File: config.mk
export PLATFORM = sky130hd
export DESIGN_NAME = timestamp_capture_scheduler
export DESIGN_NICKNAME = d
export VERILOG_FILES = /design/src/rtl/timestamp_capture_scheduler.sv
export SDC_FILE = /design/constraint.sdc
export NUM_CORES = 1
export LEC_CHECK = 0
export BUFFER_PORTS_ARGS = -buffer_cell sky130_fd_sc_hd__buf_2
export CELL_PAD_IN_SITES_DETAIL_PLACEMENT = 0
export CELL_PAD_IN_SITES_GLOBAL_PLACEMENT = 2
export CORE_UTILIZATION = 43
export CTS_BUF_LIST = sky130_fd_sc_hd__clkbuf_16
export CTS_CLUSTER_SIZE = 40
export DETAILED_ROUTE_END_ITERATION = 6
export PLACE_DENSITY = 0.81
export SLEW_MARGIN = 20
export SYNTH_ARGS = -nofsm -noshare
export SYNTH_HDL_FRONTEND = slang
export SYNTH_SLANG_ARGS = --single-unit
File: constraint.sdc
create_clock -name iCLK -period 8.1 [get_ports iCLK]
set_clock_uncertainty 0.05 [all_clocks]
set_input_delay 0.81 -clock iCLK [delete_from_list [all_inputs] [get_ports iCLK]]
set_output_delay 0.81 -clock iCLK [all_outputs]
set_load 0.01 [all_outputs]
File: src/rtl/timestamp_capture_scheduler.sv
// timestamp_capture_scheduler: round-robin latch sequencer for two timestamp counter channels, 64-bit stamp FIFO and lo/hi 32-bit word serializer (define STAMP_DELTA_EN to store per-channel deltas)
module timestamp_capture_scheduler #(
  parameter int pDEPTH = 8,
  parameter int pTIMEOUT = 255,
  parameter int pDROPW = 16
) (
  input  logic              iCLK,
  input  logic              iRST,
  input  logic [1:0]        iEvent,
  output logic [1:0]        oLatch,
  output logic [1:0]        oResetLatch,
  input  logic [1:0]        iRdy,
  input  logic [31:0]       iCnt0Lo,
  input  logic [31:0]       iCnt0Hi,
  input  logic [31:0]       iCnt1Lo,
  input  logic [31:0]       iCnt1Hi,
  output logic [31:0]       oData,
  output logic              oValid,
  input  logic              iReady,
  output logic              oLast,
  output logic              oChan,
  output logic [pDROPW-1:0] oDropCnt,
  output logic              oTimeout
);
  localparam int AW = $clog2(pDEPTH);
  localparam int TW = $clog2(pTIMEOUT + 1);
  localparam logic [AW:0] FULL = (AW+1)'(pDEPTH);
  localparam logic [AW:0] ONE = (AW+1)'(1);
  localparam logic [TW-1:0] TMAX = TW'(pTIMEOUT);
  localparam logic [pDROPW-1:0] DMAX = '1;
  typedef enum logic [2:0] {IDLE, LATCH, WAIT_RDY, CAPTURE, RELEASE} state_t;
  state_t state;
  logic [1:0] eventQ, pend, rise, serving, dropEv;
  logic chan, rrPtr, nextChan;
  logic [TW-1:0] tmr;
  logic [64:0] mem [pDEPTH];
  logic [AW-1:0] wp, rp, headIdx;
  logic [AW:0] count;
  logic [31:0] hiWord;
  logic [63:0] stamp, storeVal;
  logic [64:0] head;
  logic full, hiAcc, loAcc, push, capDrop, start;
  logic [pDROPW+1:0] dropSum;
`ifdef STAMP_DELTA_EN
  logic [63:0] refStamp [2];
`endif
  always_comb begin
    rise = iEvent & ~eventQ;
    serving = (state == IDLE) ? 2'b00 : {chan, ~chan};
    dropEv = rise & (pend | serving);
    nextChan = (&pend) ? ~rrPtr : pend[1];
    stamp = chan ? {iCnt1Hi, iCnt1Lo} : {iCnt0Hi, iCnt0Lo};
`ifdef STAMP_DELTA_EN
    storeVal = stamp - refStamp[chan];
`else
    storeVal = stamp;
`endif
    full = count == FULL;
    hiAcc = oValid && iReady && oLast;
    loAcc = oValid && iReady && !oLast;
    push = (state == CAPTURE) && (!full || hiAcc);
    capDrop = (state == CAPTURE) && !push;
    start = (count != '0) && (!oValid || (hiAcc && count > ONE));
    headIdx = hiAcc ? rp + 1'b1 : rp;
    head = mem[headIdx];
    dropSum = {2'b00, oDropCnt} + (pDROPW+2)'(dropEv[0]) + (pDROPW+2)'(dropEv[1]) + (pDROPW+2)'(capDrop);
  end
  always_ff @(posedge iCLK) begin
    if (push) mem[wp] <= {chan, storeVal};
  end
  always_ff @(posedge iCLK or posedge iRST) begin
    if (iRST) begin
      state <= IDLE;
      eventQ <= '0;
      pend <= '0;
      chan <= 1'b0;
      rrPtr <= 1'b1;
      tmr <= '0;
      oLatch <= '0;
      oResetLatch <= '0;
      oTimeout <= 1'b0;
      oDropCnt <= '0;
      wp <= '0;
      rp <= '0;
      count <= '0;
      hiWord <= '0;
      oData <= '0;
      oValid <= 1'b0;
      oLast <= 1'b0;
      oChan <= 1'b0;
`ifdef STAMP_DELTA_EN
      refStamp[0] <= '0;
      refStamp[1] <= '0;
`endif
    end else begin
      eventQ <= iEvent;
      oDropCnt <= (dropSum > {2'b00, DMAX}) ? DMAX : dropSum[pDROPW-1:0];
      pend <= (pend | (rise & ~dropEv)) & ~((state == LATCH) ? {chan, ~chan} : 2'b00);
      case (state)
        IDLE: if (|pend) begin
          chan <= nextChan;
          if (&pend) rrPtr <= nextChan;
          oLatch <= {nextChan, ~nextChan};
          state <= LATCH;
        end
        LATCH: begin
          tmr <= '0;
          state <= WAIT_RDY;
        end
        WAIT_RDY: if (iRdy[chan]) state <= CAPTURE;
          else if (tmr == TMAX) begin
            oTimeout <= 1'b1;
            oResetLatch <= oLatch;
            state <= RELEASE;
          end else tmr <= tmr + 1'b1;
        CAPTURE: begin
          oResetLatch <= oLatch;
          state <= RELEASE;
`ifdef STAMP_DELTA_EN
          if (push) refStamp[chan] <= stamp;
`endif
        end
        RELEASE: if (|oResetLatch) begin
          oLatch <= '0;
          oResetLatch <= '0;
          tmr <= '0;
        end else if (!iRdy[chan]) state <= IDLE;
          else if (tmr == TMAX) begin
            oTimeout <= 1'b1;
            state <= IDLE;
          end else tmr <= tmr + 1'b1;
        default: state <= IDLE;
      endcase
      if (push) wp <= wp + 1'b1;
      if (hiAcc) rp <= rp + 1'b1;
      count <= count + (AW+1)'(push) - (AW+1)'(hiAcc);
      if (start) begin
        oData <= head[31:0];
        hiWord <= head[63:32];
        oChan <= head[64];
        oLast <= 1'b0;
        oValid <= 1'b1;
      end else if (loAcc) begin
        oData <= hiWord;
        oLast <= 1'b1;
      end else if (hiAcc) oValid <= 1'b0;
    end
  end
endmodule

# Word-level counts from Yosys, hierarchy flattened
# Memory sizes are Yosys's and may differ from the RTL's.
# Cells that the tools add are included.
[word_totals] regBits=115 ram_bits=520 out_inout_bits=56 mem_count=1
[memory_table] memory="mem" words=8 width=65 rd=1 rd_ports_with_merged_regs=0 wr=1 line_no="36" source="logic [64:0] mem [pDEPTH];"
[op_classes] n_addsub=8 n_lt_le_gt_ge=3 n_eq_ne=16 mux=40 bitwise=12 n_reduce_logical=32
[op_table] cell="32-bit two-way mux" count=2
[op_table] cell="64-bit two-way mux" count=1
[op_table] cell="8-bit two-way mux" count=4
[op_table] cell="8-bit one-hot mux with 3 select lines" count=1
[op_table] cell="3-bit two-way mux" count=7
[op_table] cell="17-bit by 1-bit adder with 18-bit output" count=1
[op_table] cell="18-bit by 1-bit adder with 18-bit output" count=1
[op_table] cell="18-bit by 16-bit > comparator with 1-bit output (second input constant)" count=1
[op_table] cell="16-bit by 1-bit adder with 17-bit output" count=1
[op_table] cell="16-bit two-way mux" count=1
[op_table] cell="4-bit AND reduction" count=4
[op_table] cell="3-bit one-hot mux with 5 select lines" count=1
[op_table] cell="1-bit two-way mux" count=14
[op_table] cell="2-bit two-way mux" count=6
[op_table] cell="2-bit inequality test (second input constant)" count=5
[op_table] cell="3-bit inequality test (second input constant)" count=3
[op_table] cell="8-bit by 1-bit adder with 8-bit output (second input constant)" count=1
[op_table] cell="2-bit bitwise AND" count=4
[op_table] cell="8-bit equality test (second input constant)" count=1
[op_table] cell="2-bit nonzero test" count=4
[op_table] cell="1-bit logical AND" count=7
[op_table] cell="3-bit by 1-bit adder with 3-bit output (second input constant)" count=2
[op_table] cell="3-bit by 2-bit equality test with 1-bit output (second input constant)" count=2
[op_table] cell="2-bit inverter" count=3
[op_table] cell="other kinds (21)" count=34

# Logic depth before layout (Yosys ltp)
# Gate-level depths: netlist of run 1.
[depth] word_depth=9 ltp_mapped=14

# Worst setup path before layout of run 1
# No wires, ideal clock.
[synth_path] path_kind="input to register" start="input port iReady" end="memory mem[0][0] (enable)" arrival_ns=5.911 t_required_ns=7.482 setup_slack_ns=1.572 stages=6 path_buffers=1 cell_sequence="nand3_1 > nand3_1 > and3_1 > clkbuf_1 > nand2b_1 > nor3_1"
[synth_between] elab_chain_cells=6
[synth_lines] element="start, declared" line_no="19" source="input logic iReady,"
[synth_lines] element="1-bit logical AND (2 in series)" line_no="59" source="hiAcc = oValid && iReady && oLast;"
[synth_lines] element="1-bit logical OR" line_no="61" source="push = (state == CAPTURE) && (!full || hiAcc);"
[synth_lines] element="1-bit logical AND" line_no="61"
[synth_lines] element="1-bit two-way mux" line_no="69" source="if (push) mem[wp] <= {chan, storeVal};"
[synth_lines] element="1-bit two-way mux (not written as such)" line_no="69"
[synth_lines] element="end, declared" line_no="36"
# No other way between the ends.

# Worst setup path after layout of run 1
[layout_path] start="register state[1]" end="register oDropCnt[10]"
[layout_between] elab_chain_cells=9 word_cells_on_any_way=13 classes_between="3 x add/sub; 1 x order compare; 1 x eq/ne; 2 x mux; 2 x bitwise; 4 x reduce/logical"
[layout_lines] element="start, declared" line_no="32" source="state_t state;"
[layout_lines] element="start signal, assigned" line_no="73" source="state <= IDLE;"
[layout_lines] element="start signal, assigned" line_no="104" source="state <= LATCH;"
[layout_lines] element="start signal, assigned" line_no="108" source="state <= WAIT_RDY;"
[layout_lines] element="3-bit logical NOT" line_no="49" source="serving = (state == IDLE) ? 2'b00 : {chan, ~chan};"
[layout_lines] element="2-bit two-way mux" line_no="49"
[layout_lines] element="2-bit OR" line_no="50" source="dropEv = rise & (pend | serving);"
[layout_lines] element="2-bit bitwise AND" line_no="50"
[layout_lines] element="16-bit by 1-bit adder with 17-bit output" line_no="66" source="dropSum = {2'b00, oDropCnt} + (pDROPW+2)'(dropEv[0]) + (pDROPW+2)'(dropEv[1]) + (pDROPW+2)'(capDrop);"
[layout_lines] element="17-bit by 1-bit adder with 18-bit output" line_no="66"
[layout_lines] element="18-bit by 1-bit adder with 18-bit output *" line_no="66"
[layout_lines] element="18-bit by 16-bit > comparator with 1-bit output" line_no="97" source="oDropCnt <= (dropSum > {2'b00, DMAX}) ? DMAX : dropSum[pDROPW-1:0];"
[layout_lines] element="16-bit two-way mux *" line_no="97"
[layout_lines] element="end signal, assigned" line_no="97"
[layout_lines] element="end, declared" line_no="22" source="output logic [pDROPW-1:0] oDropCnt,"
# Every way passes the cells marked *; elsewhere a longest branch is shown, timed or not.
# A chain may end at the register's enable or synchronous reset.

==> impl_metrics.toml, run 1 <==
[final_layout]
final_nets = 1803
post-route-util_pct = 50.2
syn_to_final_growth_pct = 15.1
final_layout_size_suffix_gt1_share_pct = 29.0
n_antenna_cell = 0

[clocking]
root_buffer = "clkbuf_16"
clkSinkCount = 635
numCtsBuffers = 61
ctsHoldBuffers = 0
cts_htree_levels = 2
cts_resized = 0
clk_latency_ns = 0.63
cts_tree = "built"
cts_max_path_buffers = 3
postCtsSetupBuffers = 0
clkSlewWorstSetupHoldPaths_ns = 0.06

[synth]
synthArstFlopShare_pct = 18.1
syn_inst = 1449
yosysWarnings = 0
syn_area_um2 = 25200
ys_seq_area_share_pct = 73.5
synth-seq-cells = 635
synth-edff-count = 520
synth-main-ff-cell = "edfxtp_1"
synth_cell_type_count = 50
synth_area_leader_cell = "edfxtp_1"
ys_top_cells_by_area = "edfxtp_1 62%, dfrtp_1 11%, mux4_2 8.8%"
syn_nets = 1598
synth.top_cell.area_share_pct = 62.1
avgSynthCellArea_um2 = 17.4

[die]
die_w_um = 244
design.die.area_um2 = 59500
fp.dieH_um = 244
coreArea_um2 = 57700
num_rows = 88
io_pins = 191
initial_utilization_pct = 43.6

[critical_path]
cp_max_fo = 13
cp-start-kind = "register"
arrival_ns = 4.86
critPathKind = "register to register"
required_ns = 8.59
end_kind = "register"

[power]
peakVddDrop_v = 0.000232
powerDensity_nw_per_um2 = 372
leakagePower_uw = 0.0104

[sta]
max_freq_ghz = 0.229
slew_headroom_pct = 31.8
fin_crit_sh_pct = 53.9
rsz0062_at_grt = "no"
holdWs_ns = 0.244
worst_pin_slew_ns = 1.02
final_hold_viol_count = 0
setup_viol = 0
post-route-min-period_ns = 4.37
maxSlewViolCount = 0
setup_slack_ns = 3.73
tns_ns = 0

[detailed_routing]
vias = 13500
wl_per_cell_um = 22.6
detail-route-antenna-nets = 0
drc = 0
drt-initial-drc-count = 970
finalWirelength_mm = 55.9
drt_pre_antenna_iters = 5
vias_per_cell = 5.45

[global_route]
grt_max_degree = 100
grt_usage_pct = 19.0
grt_pass1_wl_mm = 84.5
overflow = 0
grt_pass1_vias = 13600
antenna_found_initial = 0

[flow_run]
cap_violations = 0

[place]
place_ws_ns = 3.55
place.port_buffers = 190
place_hpwl_mm = 31.0
place.gp.congestion = 0.753

[run_status]
status = "complete, no violations"

[worst_hold_path]
holdCritPathClass = "primary input to register"
## cell type report
class | instances | area [µm²]
clock buffers | 61 | 1530
inverters | 28 | 113
well taps | 765 | 957
fillers | 4802 | 28700
clock inverters | 55 | 367
repair buffers | 214 | 1160
flip-flops and latches | 635 | 18500
multi-input cells | 714 | 6320
## critical path, cell delays in order (launching register included)
cell and delay (ns):
dfrtp_1 0.50, nor3_1 0.50, nor2_1 0.07, o21ai_0 0.24
fa_1 0.45, inv_1 0.07, ha_1 0.16, inv_1 0.05
fa_1 0.44, nor4b_1 0.86, nand3_1 0.63, o21ai_0 0.24
## layer usage
metal	routed length [µm]	track usage, %	vias to the layer above
met5	0	0	-
met4	1040	5.06	0
met3	2790	2.70	77
met2	27400	31.6	335
met1	24600	26.4	7001
li1	-	-	6057
## stage by stage
stage	cell area (µm²)	total power [µW]	std cells
floorplan	25200	7130	1449
global placement	27000	8140	2355
detailed placement	27000	8220	2355
CTS	28900	10900	2471
global route	28900	11300	2472
finish	28900	10800	2472
## power by group
part	leakage, µW	internal, µW	switching (µW)
sequential	0.00608	4240	323
clock	0.000987	1470	1210
combinational	0.00337	1510	2020
total	0.0104	7220	3550
## cells in the final DEF (no fill, tap or decap), types with 33 or more instances in the layout
cell / n
mux2_2: 68
mux2i_1: 36
edfxtp_1: 520
dfrtp_1: 113
nand2_1: 153
buf_2: 190
mux4_2: 98
inv_1: 43
nor2_1: 115
clkbuf_16: 61
a22oi_1: 33
## sequential cells by signal, indices dropped and copies added (netlist names), 3 cells and up
signal,count
rp,3
oDropCnt,16
tmr,8
state,3
wp,3
mem,520
hiWord,32
count,4
oData,32
## cell usage after synthesis (17+ instances only)
cell type and count:
a221o_1 32, inv_1 26, mux2i_1 36, nor2_1 123, clkbuf_1 45, nand3_1 17
mux4_2 98, a311oi_1 32, edfxtp_1 520, a22oi_1 34, buf_2 18, dfrtp_1 114
mux2_2 68, nand2_1 154
## path summary, 6_finish.rpt
path | startpoint | slack, ns | to | depth (start not counted)
max in group asynchronous | iRST | 6.48 | oData[9] | 4
hold / removal | iEvent[0] | 0.24 | eventQ[0] | 1
setup reg to reg | state[1] | 3.73 | oDropCnt[10] | 11
min in group asynchronous | iRST | 0.27 | oData[30] | 2
hold reg to reg | oChan | 0.41 | oChan | 2
setup / recovery | state[1] | 3.73 | oDropCnt[10] | 11
## logic make-up after synthesis
kind of cell | after synthesis | share of synthesized area [%]
AO/OA/AOI/OAI | 144 | 4.54
multiplexers | 202 | 13.2
buffers and inverters | 100 | 1.73
flip-flops | 635 | 73.5
AND/OR/NAND/NOR | 337 | 5.56
XOR/XNOR | 17 | 0.622
adder cells (fa/ha/maj) | 14 | 0.786
Power figures use the tool's default switching activity.
==> inputs of run 2 (changes only) <==
- CORE_UTILIZATION: 43 -> 41
- clock period: 8.1 -> 3.7 ns (I/O delays scaled with it)
==> run 2 against run 1 <==
- utilization decreased by 1.5 points
- hold slack got worse by 0.16 ns
- cell count increased by 1.4%
- clock-buffer cell count is the same
- via count grew 0.12%
- sequential power is 120% higher
- routed wire length fell by 0.52%
- largest power group unchanged
==> impl_metrics.toml, run 2 (synthesized netlist as in run 1, its figures left out) <==
[detailed_routing]
top_layer = "met4"
drc = 0
wl_met2_mm = 27.1
detail-route-antenna-nets = 0
dr_wl_met3_mm = 2.53
vias_per_cell = 5.38
drt_pre_antenna_iters = 5
wl_met1_mm = 24.6
drt-initial-drc-count = 1098
wl_per_cell_um = 22.2
vias = 13500
finalWirelength_mm = 55.6

[final_layout]
seqCellArea_um2 = 18500
final_layout_size_suffix_gt1_share_pct = 29.5
regMostFlops = "mem"
largest_reg_flops = 520
multi_input_area_um2 = 6370
final_common_cell = "edfxtp_1"
final_nets = 1822
num-fill-cells = 4962
syn_to_final_growth_pct = 17.0
final_cell_mix = "520 x edfxtp_1, 190 x buf_2, 154 x nand2_1"
reg.largest.list = "mem (520), hiWord (32), oData (32)"

[critical_path]
cp-start-kind = "register"
cp_max_fo = 7
required_ns = 4.21
critPathKind = "register to register"
critical-path-top-delay-family = "simple AND/OR/NAND/NOR gates"
slowest_delay_ns = 0.71
arrival_ns = 3.88
slowest_stage = "or4b_2"
end_kind = "register"
cp_num_buf_inv = 1
path_cells = "nor3_2, nor2_1, o21ai_0, fa_1, inv_1, ha_1, a21oi_1, or4b_2, nor3_1, a31oi_1, a41oi_1"

[worst_hold_path]
holdCritPathClass = "primary input to register"

[sta]
post-route-min-period_ns = 3.37
setup_viol = 0
setup_slack_ns = 0.325
max_freq_ghz = 0.296
fin_crit_sh_pct = 91.2
final_hold_viol_count = 0
rsz0062_at_grt = "no"
maxSlewViolCount = 0
worst_pin_slew_ns = 1.07
holdWs_ns = 0.0864
slew_headroom_pct = 28.6

[die]
die_w_um = 250
io_pins = 191
fp.dieH_um = 250
num_rows = 90
initial_utilization_pct = 41.6
design.die.area_um2 = 62400
coreArea_um2 = 60500

[global_route]
grt_pass1_wl_mm = 85.4
grt_max_degree = 56
grt_pass1_vias = 14000
antenna_found_initial = 0
overflow = 0
grt_usage_pct = 18.1

[power]
peakVddDrop_v = 0.000400
leakagePower_uw = 0.0106
powerDensity_nw_per_um2 = 824
power_uw = 24200

[place]
place.port_buffers = 190
place_hpwl_mm = 32.7
place.gp.congestion = 0.767
place_ws_ns = 0.164

[clocking]
clkSlewWorstSetupHoldPaths_ns = 0.06
numCtsBuffers = 61
cts_htree_levels = 2
postCtsSetupBuffers = 0
cts_tree = "built"
clkSinkCount = 635
root_buffer = "clkbuf_16"
clk_latency_ns = 0.65
cts_max_path_buffers = 3

[flow_run]
cap_violations = 0

[run_status]
status = "complete, no violations"
-- run 2: changes by cell type in the layout (fill, tap and decap cells not counted), sizes merged --
cell	before	now
buf	214	230
bufinv	3	9
clkinv	22	25
clkinvlp	8	4
diode	0	2
dlygate4sd3	0	3
inv	50	42
-- run 2: routing by layer --
metal / track usage, % / vias up
li1: - / 6104
met1: 25.1 / 6951
met2: 29.9 / 353
met3: 2.17 / 78
met4: 5.80 / 0
met5: 0 / -
-- run 2: per-stage QoR --
step	cells	TNS (ns)	cell area, µm²	util (%)
after floorplan	1449	-437.21	25200	-
after global placement	2389	0	27300	45.2
after detailed placement	2389	0	27300	45.2
after CTS	2505	0	29400	48.6
after global routing	2505	0	29400	48.7
final	2507	0	29400	48.7
-- run 2: repair_timing --
item	4_1_cts	5_1_grt
gates resized for setup	0	1
endpoints found under the setup margin	0	15
hold buffers	3	0
hold endpoints to repair	30	0
-- run 2: path summary, 6_finish.rpt --
| check | endpoint | slack (ns) | cells after the start | startpoint |
|---|---|---|---|---|
| min in group asynchronous | oData[27] | 0.27 | 3 | iRST |
| min | mem[5][18] | 0.09 | 2 | iCnt1Lo[18] |
| max in group asynchronous | chan | 2.41 | 4 | iRST |
| max | oDropCnt[15] | 0.33 | 11 | state[0] |
| max reg2reg | oDropCnt[15] | 0.33 | 11 | state[0] |
| min reg2reg | hiWord[20] | 0.42 | 2 | hiWord[20] |
-- run 2: report_power, final --
group	internal (µW)	switching (µW)
Sequential	9270	577
Combinational	3510	4620
Clock	3630	2640
-- run 2: final cells by class --
type,count,area share [%]
clock buffers,61,5.19
multi-input cells,714,21.6
inverters,28,0.383
clock inverters,52,1.76
flip-flops and latches,635,62.9
repair buffers,233,4.82
diodes,2,0.0170
well taps,782,3.33
==> inputs of run 3 (changes only) <==
- CAP_MARGIN: default -> 30
- CORE_UTILIZATION: 41 -> 43
- SLEW_MARGIN: 20 -> default
- clock period: 3.7 -> 3.8 ns (I/O delays scaled with it)
==> run 3 against run 2 <==
- die area fell by 4.6%
- design area hardly changed
- flip-flop and latch count unchanged
- clock-buffer cell count is the same
- worst setup slack better by 0.0080 ns
- sequential power shrank 2.6%
- largest cell class unchanged
==> impl_metrics.toml, run 3 (synthesized netlist as in run 1, its figures left out) <==
[clocking]
cts_max_path_buffers = 3
cts_tree = "built"
ctsHoldBuffers = 3
root_buffer = "clkbuf_16"
numCtsBuffers = 61
postCtsSetupBuffers = 0
clkSinkCount = 635
cts_resized = 0
cts_htree_levels = 2
clkSlewWorstSetupHoldPaths_ns = 0.06
clk_latency_ns = 0.64

[critical_path]
arrival_ns = 3.95
timing.rr.start = "state[0]"
critical-path-top-delay-family = "simple AND/OR/NAND/NOR gates"
slowest_delay_ns = 0.71
rrSetupSlack_ns = 0.33
rr_endpoint = "oDropCnt[15]"
slowest_stage = "or4b_2"
end_kind = "register"
cp_num_buf_inv = 1
r2r_cells = 11
cp-start-kind = "register"
path_depth = 11
required_ns = 4.29
cp_max_fo = 7
critPathKind = "register to register"
path_cells = "nor3_1, nor2_1, o21ai_0, fa_1, inv_1, ha_1, a21oi_1, or4b_2, nor3_1, a31oi_1, a41oi_1"
critPathMostFrequentCell = "nor3_1"

[global_route]
use_met2_pct = 31.5
grt_use_met3_pct = 2.41
overflow = 0
grt_pass1_wl_mm = 86.4
grt_usage_pct = 19.4
gr-usage-met1_pct = 27.5
grt_max_degree = 65
grt_pass1_vias = 13800
busiest_layer = "met2"
antenna_found_initial = 0

[place]
place.port_buffers = 190
dp.cells = 2377
place_ws_ns = 0.354
place.gp.congestion = 0.747
place_hpwl_mm = 33.7

[sta]
maxSlewViolCount = 0
post-route-min-period_ns = 3.47
slew_headroom_pct = 44.3
fin_crit_sh_pct = 91.2
setup_slack_ns = 0.333
setup_viol = 0
final_hold_viol_count = 0
max_freq_ghz = 0.288
rsz0062_at_grt = "no"
worst_pin_slew_ns = 0.831

[power]
netSwitchingFraction_pct = 32.8
p_sw_uw = 7710
powerDensity_nw_per_um2 = 798
leakagePower_uw = 0.0106
power_frac_comb_pct = 33.9
pwr-share-clk_pct = 25.3
peakVddDrop_v = 0.000622
p_int_uw = 15800
p_seq_share_pct = 40.8

[die]
design.die.area_um2 = 59500
coreArea_um2 = 57700
io_pins = 191
fp.dieH_um = 244
num_rows = 88
die_w_um = 244
initial_utilization_pct = 43.6

[final_layout]
final_nets = 1827
num-fill-cells = 4773
syn_to_final_growth_pct = 17.0
regMostFlops = "mem"
final_cell_mix = "520 x edfxtp_1, 190 x buf_2, 154 x nand2_1"
n_antenna_cell = 0
multi_input_area_um2 = 6350
largest_reg_flops = 520
seqCellArea_um2 = 18500
final_layout_size_suffix_gt1_share_pct = 29.8
final_common_cell = "edfxtp_1"
reg.largest.list = "mem (520), hiWord (32), oData (32)"
fin_cells = 2494

[detailed_routing]
detail-route-antenna-nets = 0
drt-initial-drc-count = 1103
finalWirelength_mm = 57.3
drt_pre_antenna_iters = 5
drc = 0
vias_per_cell = 5.48
wl_per_cell_um = 23.0
vias = 13700

[flow_run]
cap_violations = 0

[worst_hold_path]
holdCritPathClass = "primary input to register"
hold_depth = 3
worstHoldStart = "iReady"
whs_endpoint = "oLast"

[run_status]
status = "complete, no violations"
[run 3: changes by cell type in the layout (fill, tap and decap cells not counted)]
cell	delta
buf_12	+5
buf_16	+1
buf_4	-1
bufinv_16	-3
clkinv_1	-1
clkinv_2	+8
clkinvlp_4	-1
diode_2	-2
inv_1	-2
nor3_1	+1
nor3_2	-1
nor4b_2	+1
nor4b_4	-1
[run 3: cell type report]
cell class              count  area share (%)
flip-flops and latches    635            62.8
multi-input cells         714            21.6
repair buffers            238            5.23
clock buffers              61            5.19
well taps                 765            3.25
clock inverters            53            1.53
inverters                  28           0.383
[run 3: routing by layer]
| metal | vias up | wire, µm | share of wire [%] |
|---|---|---|---|
| met3 | 79 | 2620 | 4.6 |
| met5 | - | 0 | 0 |
| met1 | 7151 | 25700 | 45 |
| met4 | 0 | 1290 | 2.3 |
| li1 | 6109 | - | - |
| met2 | 337 | 27700 | 48 |
[run 3: worst max-delay path by stage]
stage             start           end
2_1_floorplan  state[0]     mem[6][0]
3_3_place_gp   state[0]  oDropCnt[15]
3_5_place_dp   state[0]  oDropCnt[15]
4_1_cts        state[0]  oDropCnt[15]
5_1_grt        state[0]  oDropCnt[15]
6_report       state[0]  oDropCnt[15]
[run 3: power by group through the flow]
| stage | combinational [µW] | clock, µW | sequential (µW) |
|---|---|---|---|
| finish | 7960 | 5940 | 9590 |
| global route | 8690 | 6320 | 9690 |
| CTS | 8120 | 6050 | 9610 |
| detailed placement | 8090 | 0 | 9740 |
| global placement | 7940 | 0 | 9710 |
| floorplan | 5550 | 0 | 9660 |
[run 3: worst register-to-register path: stages, from the launching register on]
cell     delay (ns)
dfrtp_1        0.44
nor3_1         0.46
nor2_1         0.07
o21ai_0        0.24
fa_1           0.46
inv_1          0.07
ha_1           0.16
a21oi_1        0.10
or4b_2         0.71
nor3_1         0.33
a31oi_1        0.13
a41oi_1        0.16
[run 3: per-stage QoR]
stage / util (%) / total power, µW / hold WS (ns) / TNS, ns / instance area (µm²)
after floorplan: - / 15200 / 0.361 / -385.21 / 25200
after global placement: 47.5 / 17600 / 0.401 / 0 / 27400
after detailed placement: 47.5 / 17800 / 0.329 / 0 / 27400
after CTS: 51.0 / 23800 / 0.0523 / 0 / 29400
after global routing: 51.0 / 24700 / 0.0900 / 0 / 29400
final: 51.0 / 23500 / 0.0931 / 0 / 29400
